[src/rtl/irq_ctl.sv]
// irq_ctl: prioritized interrupt controller with mask/pend registers and an IDLE/REQ/SERV handshake FSM.
// Define IRQ_CTL_EDGE_EN for rising-edge pend capture; level-sensitive pend otherwise.
module irq_ctl #(
  parameter int N_SRC = 8
) (
  input  logic             clk,
  input  logic             rst,
  input  logic [N_SRC-1:0] src_irq,
  input  logic             iack,
  input  logic             cfg_we,
  input  logic [1:0]       cfg_addr,
  input  logic [7:0]       cfg_wdata,
  output logic [7:0]       cfg_rdata,
  output logic             irq,
  output logic [2:0]       irq_vec
);
  typedef enum logic [1:0] {IDLE = 2'd0, REQ = 2'd1, SERV = 2'd2} state_t;
  state_t state;
  logic [N_SRC-1:0] mask, pend, req, pend_nx;
  logic [2:0] sel;
  logic iack_d, ack_rise, ack_fall;
  assign ack_rise = iack & ~iack_d;
  assign ack_fall = ~iack & iack_d;
  assign req = pend & mask;
  always_comb begin
    sel = '0;
    for (int i = N_SRC - 1; i >= 0; i--) if (req[i]) sel = 3'(i);
  end
`ifdef IRQ_CTL_EDGE_EN
  logic [N_SRC-1:0] src_d, clr;
  // set beats clear: the new edge is ORed in after the clear mask is applied
  always_comb begin
    clr = ((cfg_we && cfg_addr == 2'd1) ? cfg_wdata[N_SRC-1:0] : '0)
        | ((state == REQ && ack_rise) ? (N_SRC'(1) << irq_vec) : '0);
    pend_nx = (pend & ~clr) | (src_irq & ~src_d);
  end
  always_ff @(posedge clk) src_d <= rst ? '0 : src_irq;
`else
  assign pend_nx = src_irq;
`endif
  always_comb
    cfg_rdata = cfg_addr == 2'd0 ? 8'(mask)
              : cfg_addr == 2'd1 ? 8'(pend)
              : cfg_addr == 2'd2 ? {4'b0, state == SERV, irq_vec}
              : 8'h00;
  always_ff @(posedge clk) begin
    if (rst) begin
      state   <= IDLE;
      irq     <= 1'b0;
      irq_vec <= '0;
      mask    <= '0;
      pend    <= '0;
      iack_d  <= 1'b0;
    end else begin
      iack_d <= iack;
      pend   <= pend_nx;
      if (cfg_we && cfg_addr == 2'd0) mask <= cfg_wdata[N_SRC-1:0];
      case (state)
        IDLE: if (|req) begin
          state   <= REQ;
          irq     <= 1'b1;
          irq_vec <= sel;
        end
        REQ: if (ack_rise) begin
          state <= SERV;
          irq   <= 1'b0;
        end
        SERV: if (ack_fall) state <= IDLE;
        default: begin
          state <= IDLE;
          irq   <= 1'b0;
        end
      endcase
    end
  end
endmodule

[config.mk]
export PLATFORM = sky130hd
export DESIGN_NAME = irq_ctl
export DESIGN_NICKNAME = d
export VERILOG_FILES = /design/src/rtl/irq_ctl.sv
export SDC_FILE = /design/constraint.sdc
export NUM_CORES = 1
export LEC_CHECK = 0
export ABC_AREA = 1
export CAP_MARGIN = 5
export CORE_AREA = 4 4 54 56
export CTS_CLUSTER_DIAMETER = 120
export CTS_CLUSTER_SIZE = 12
export DETAILED_ROUTE_END_ITERATION = 7
export DIE_AREA = 0 0 58 60
export GPL_ROUTABILITY_DRIVEN = 0
export PLACE_DENSITY_LB_ADDON = 0.08
export SYNTH_ARGS = -nofsm -noshare
export SYNTH_HDL_FRONTEND = slang
export SYNTH_SLANG_ARGS = --single-unit
[constraint.sdc]
create_clock -name clk -period 1.37 [get_ports clk]
set_clock_uncertainty 0.2 [all_clocks]
set_input_delay 0.3425 -clock clk [delete_from_list [all_inputs] [get_ports clk]]
set_output_delay 0.3425 -clock clk [all_outputs]
set_load 0.005 [all_outputs]
==> out/results.ini, run 1 <==
[yosys]
ys_ff_latch=23
synth.area.top_cells=dfxtp_1 (43%), nor2_1 (12%), nand2_1 (8.8%)
synthDistinctLibCells=21
synthMuxAreaShare_pct=0
synth_fa_ha_area_share_pct=0
ys_seq_area_share_pct=43.09
yosys.area_share.simple_pct=35.36
synth_top_family_by_area=simple AND/OR/NAND/NOR gates
syn-num-nets=167
syn_avg_cell_area_um2=7.369
yosys.area.top_type_share_pct=43.09
yosysTopAreaCell=dfxtp_1
ys_warn_count=0
synth_compound_area_share_pct=14.17
synth_xor_area_share_pct=0
syn-cell-area_um2=1069
netlist_instances=145

[routing]
post_drt_wl_per_cell_um=13.32
routed_wl_mm=3.344
drtAntennaViolNets=0
drc=0
vias=1237
drtIter0Drc=47
dr.pass1.iters=4
via_per_inst=4.928

[final_layout]
regArea_um2=481.7
syn_to_final_growth_pct=83.26
fillers=173
fin_area_um2=1958
layout.nets=244
drive_above_1_share_pct=53.85
n_antenna_cell=0
fin_cells=251
multiInputGateArea_um2=653.1

[setup_path]
worstPathBufferInverterCount=5
crit_fanout=4
crit_path_top_delay_cell=a22o_1
slowest_delay_ps=170
cp-start-kind=input pin
critPathArrivalTime_ps=1060
worstSetupEndpointType=output port
cp_top_family=buffers and inverters
cpMostUsedCell=buf_6
crit_required_ps=830
crit_type=in -> out
path_cells=buf_8, inv_4, nor2_4, buf_6, buf_6, a22o_1, buf_2

[power]
vdd_drop_max_mv=0.9567
pwr_density_cell_nw_per_um2=781.9
p_leak_nw=1.061
power_mw=1.531

[placement]
io_buffers=33
dpl_cell_area_um2=1672
dp_hpwl_mm=2.182
dp.cells=235

[clock_network]
cts.hold.buffers_added=0
cts_buffers=3
clkSinkCount=23
cts_tree=done
cts_max_level=1
ctsLongestPathBuffers=2
clockRootBuffer=clkbuf_4
path_clk_slew_ps=140
clk_latency_ps=310

[global_routing]
grt_max_degree=14
overflow=0
antenna_found_initial=0
grt_pass1_wl_mm=4.974
grt_usage_pct=18.76
grt_pass1_vias=1212

[floorplanning]
design.core.area_um2=2432
die_h_um=60
initial_core_util_pct=43.93
die_area_um2=3480
rows=18
design.portCount=34
die_w_um=58

[sta]
finalHoldViolations=0
rsz0062_at_grt=yes
fin_crit_sh_pct=116.7
finalMaxSlewViolations=0
timing.final.crit_period_ps=1599
tightestPinTransition_ps=173.8
maxSlewHeadroom_pct=88.29
timing.fmax_mhz=625.2
setup_viol=12
finalWorstSetupSlack_ps=-229.4

[outcome]
status=finished, violations left
violations=negative setup slack

[run]
max_cap_viol_count=0

[hold_path]
hold_path.class=reg -> reg

==> per-stage QoR <==
stage          utilization [%]  setup WS (ps)  hold slack (ps)  TNS (ps)
6_report                 80.50         -229.4            279.1     -1620
5_1_grt                  80.50         -279.0            297.8     -2112
3_5_place_dp             68.72          -1022            270.9    -13110
3_3_place_gp             68.72         -984.6            256.1    -12590
2_1_floorplan                -          95.11            204.9         0
4_1_cts                  73.71         -242.6            284.0     -1678
==> synth_stat cells <==
| cell type | instances |
|---|---|
| a21oi_1 | 2 |
| a21oi_2 | 2 |
| a22o_1 | 4 |
| a31oi_1 | 1 |
| buf_1 | 1 |
| clkbuf_1 | 1 |
| clkinv_2 | 1 |
| dfxtp_1 | 23 |
| inv_1 | 16 |
| inv_4 | 1 |
| nand2_1 | 25 |
| nand2_2 | 8 |
| nand2_4 | 3 |
| nand3_1 | 4 |
| nand4_1 | 1 |
| nor2_1 | 34 |
| nor2_2 | 2 |
| nor2_4 | 3 |
| o21ai_0 | 9 |
| o21ai_2 | 3 |
| o221a_2 | 1 |
==> what timing repair did <==
item / in CTS / in global routing
setup endpoints to repair: 24 / 16
setup buffers: 9 / 4
pin swaps: 8 / 9
resized for setup: 89 / 41
==> sequential cells by signal, indices dropped and copies added, names as in the netlist <==
register,flops
mask,8
iack_d,1
irq_vec,3
state,2
irq,1
pend,8
==> path summary, 6_finish.rpt <==
path                    start           end  slack [ps]  depth (start not counted)
setup reg to reg      pend[4]    irq_vec[1]         -20                          7
setup / recovery  cfg_addr[0]  cfg_rdata[6]        -230                          7
hold reg to reg           irq           irq         280                          2
hold / removal            irq           irq         280                          2
==> final cells by class <==
class	count	area share [%]
inverters	18	3.770
clock inverters	1	0.2556
flip-flops and latches	23	24.60
repair buffers	74	34.95
multi-input cells	102	33.35
well taps	30	1.917
clock buffers	3	1.150
==> kinds of logic after synthesis <==
family	count (synthesis)
simple gates	80
flops	23
buf+inv	20
compound gates	22
==> worst reg2reg max path, cell delays in order, from the launching register on <==
cell and delay (ps):
dfxtp_2 350, buf_4 110, nand2_4 60, buf_4 130
a31oi_1 190, nor2_1 70, nor2_1 130, nor2_1 70
==> per-layer routing <==
metal  part of all wire [%]  vias to the layer above  routed length, um  track usage (%)
li1                       -                      605                  -                -
met1                     42                      578               1396            21.08
met2                     52                       50               1728            35.48
met3                    5.7                        4                191            3.240
met4                   0.81                        0                 27            6.291
met5                      0                        -                  0                0
==> where the power goes <==
group	internal [mW]	switching (mW)	total, mW
sequential	0.718	0.0315	0.750
clock	0.109	0.212	0.320
combinational	0.265	0.195	0.461
==> placed cells by master (no fill, tap or decap) <==
master	n
nor2_4	4
nor2_1	32
inv_4	2
buf_12	2
a22o_1	4
dfxtp_1	6
clkbuf_4	3
clkdlybuf4s50_1	19
nor2_2	3
nand3_2	4
a21oi_2	3
o21ai_0	9
a31oi_1	1
a21oi_1	1
o21ai_2	3
nand2_4	16
o221a_2	1
inv_2	1
clkinv_2	2
inv_1	14
nand2_2	5
dfxtp_2	17
buf_4	25
buf_8	2
buf_2	9
nand4_1	1
buf_6	17
nand2_1	15
Note: power is estimated with default switching activity, not from simulation.
==> run 2, diff against run 1 <==
--- a/config.mk
+++ b/config.mk
@@ -7,13 +7,14 @@
 export LEC_CHECK = 0
 export ABC_AREA = 1
 export CAP_MARGIN = 5
-export CORE_AREA = 4 4 54 56
+export CORE_AREA = 2 2 52 54
 export CTS_CLUSTER_DIAMETER = 120
 export CTS_CLUSTER_SIZE = 12
 export DETAILED_ROUTE_END_ITERATION = 7
-export DIE_AREA = 0 0 58 60
+export DIE_AREA = 0 0 54 56
 export GPL_ROUTABILITY_DRIVEN = 0
 export PLACE_DENSITY_LB_ADDON = 0.08
 export SYNTH_ARGS = -nofsm -noshare
 export SYNTH_HDL_FRONTEND = slang
 export SYNTH_SLANG_ARGS = --single-unit
+export TNS_END_PERCENT = 10
==> out/results.ini, run 2 (synthesis gave the netlist of run 1 again) <==
[outcome]
status=finished, violations left
violations=negative setup slack

[setup_path]
crit_type=reg -> out
cp-start-kind=flip-flop
crit_required_ps=830
worstSetupEndpointType=output port
critPathArrivalTime_ps=1070
reg2regPathDepth=7
r2r_end=irq
reg2reg_from=state[0]
crit_fanout=3
r2r_slack_ps=-50

[sta]
rsz0062_at_grt=yes
fin_crit_sh_pct=117.7
finalMaxSlewViolations=0
finalWorstSetupSlack_ps=-242.8
tightestPinTransition_ps=259.7
timing.fmax_mhz=620.0
finalSetupTns_ps=-1889
setup_viol=14
finalHoldViolations=0
timing.final.crit_period_ps=1613
maxSlewHeadroom_pct=82.68

[floorplanning]
design.portCount=34
die_h_um=56
initial_core_util_pct=43.93
design.core.area_um2=2432
die_w_um=54
die_area_um2=3024
rows=18

[final_layout]
layout.nets=237
n_antenna_cell=0
fin_util_pct=71.35
top_regs=mask: 8 flops, pend: 8 flops, irq_vec: 3 flops
drive_above_1_share_pct=44.39
final_cell_mix=nor2_1 (32), buf_4 (30), nand2_1 (19), clkdlybuf4s50_1 (19), inv_1 (15)
syn_to_final_growth_pct=62.41
fillers=221
mostFrequentLayoutCell=nor2_1
fin_area_um2=1735

[placement]
dpl_cell_area_um2=1644
io_buffers=33
dp_hpwl_mm=2.052
dp_slack_ps=-1075

[power]
p_leak_nw=0.8810
vdd_drop_max_mv=0.7739
power_mw=1.446
pwr_density_cell_nw_per_um2=833.0

[clock_network]
cts_max_level=1
cts_buffers=3
clkSinkCount=23
cts_tree=done
clockRootBuffer=clkbuf_4
clk_latency_ps=310
ctsLongestPathBuffers=2
path_clk_slew_ps=120
cts.hold.buffers_added=0

[global_routing]
grt_usage_pct=21.52
grt_max_degree=13
overflow=0
antenna_found_initial=0
grt_pass1_wl_mm=4.836
grt_pass1_vias=1183

[routing]
vias=1150
via_per_inst=4.713
drtIter0Drc=8
dr.pass1.iters=4
drc=0
routed_wl_mm=2.979
drtAntennaViolNets=0
post_drt_wl_per_cell_um=12.21

[hold_path]
min_path_cells=3
holdPathEnd=pend[4]
hold_path.class=in -> reg
min_from=src_irq[4]

[run]
max_cap_viol_count=0

run 2: cell count changes in the layout (fill, tap and decap cells not counted), moves of 4 or more:
cell	previous run	this run
buf_4	25	30
dfxtp_2	17	10
buf_6	17	2
dfxtp_1	6	13
nand2_4	16	4
nand2_2	5	13
nand2_1	15	19
run 2: cell type report:
type                    instances  area [um^2]  area share [%]
clock buffers                   4        26.28           1.514
inverters                      18        71.32           4.110
multi-input cells             102        569.3           32.80
flip-flops and latches         23        473.0           27.25
well taps                      30        37.54           2.163
repair buffers                 67        558.0           32.16
run 2: critical path, cell delays in order (launching register included):
cell and delay, ps:
dfxtp_2 360, inv_2 60, nor2_4 110, nand2_1 60
nand3_1 70, buf_2 110
run 2: metal layers:
layer | vias to the layer above | global-route usage, % | share of wire, %
li1 | 592 | - | -
met1 | 527 | 26.53 | 45
met2 | 26 | 37.28 | 50
met3 | 5 | 3.226 | 3.7
met4 | 0 | 6.429 | 1.1
met5 | - | 0 | 0
run 2: how the worst max path moves through the flow:
stage	depth (start not counted)	endpoint	startpoint
CTS	7	cfg_rdata[5]	cfg_addr[0]
global placement	5	cfg_rdata[6]	cfg_addr[0]
global route	5	cfg_rdata[3]	state[1]
floorplan	3	cfg_rdata[4]	cfg_addr[0]
finish	5	cfg_rdata[3]	state[1]
detailed placement	5	cfg_rdata[5]	cfg_addr[0]
run 2: through the flow:
| stage | hold WS, ps | std cells |
|---|---|---|
| CTS | 325.6 | 243 |
| global placement | 256.8 | 233 |
| global route | 324.3 | 244 |
| floorplan | 204.9 | 145 |
| detailed placement | 265.1 | 233 |
| finish | 332.2 | 244 |
run 2: report_power, final:
group | internal, mW | switching (mW)
combinational | 0.215 | 0.172
sequential | 0.716 | 0.0249
clock | 0.114 | 0.203
run 2: repair_timing:
action                                  CTS  global route
pin swaps                                 6             9
gates resized for setup                  63            18
gates cloned                              1             0
buffers inserted                          5             3
endpoints found under the setup margin   23            15
endpoints found under the hold margin     0             0
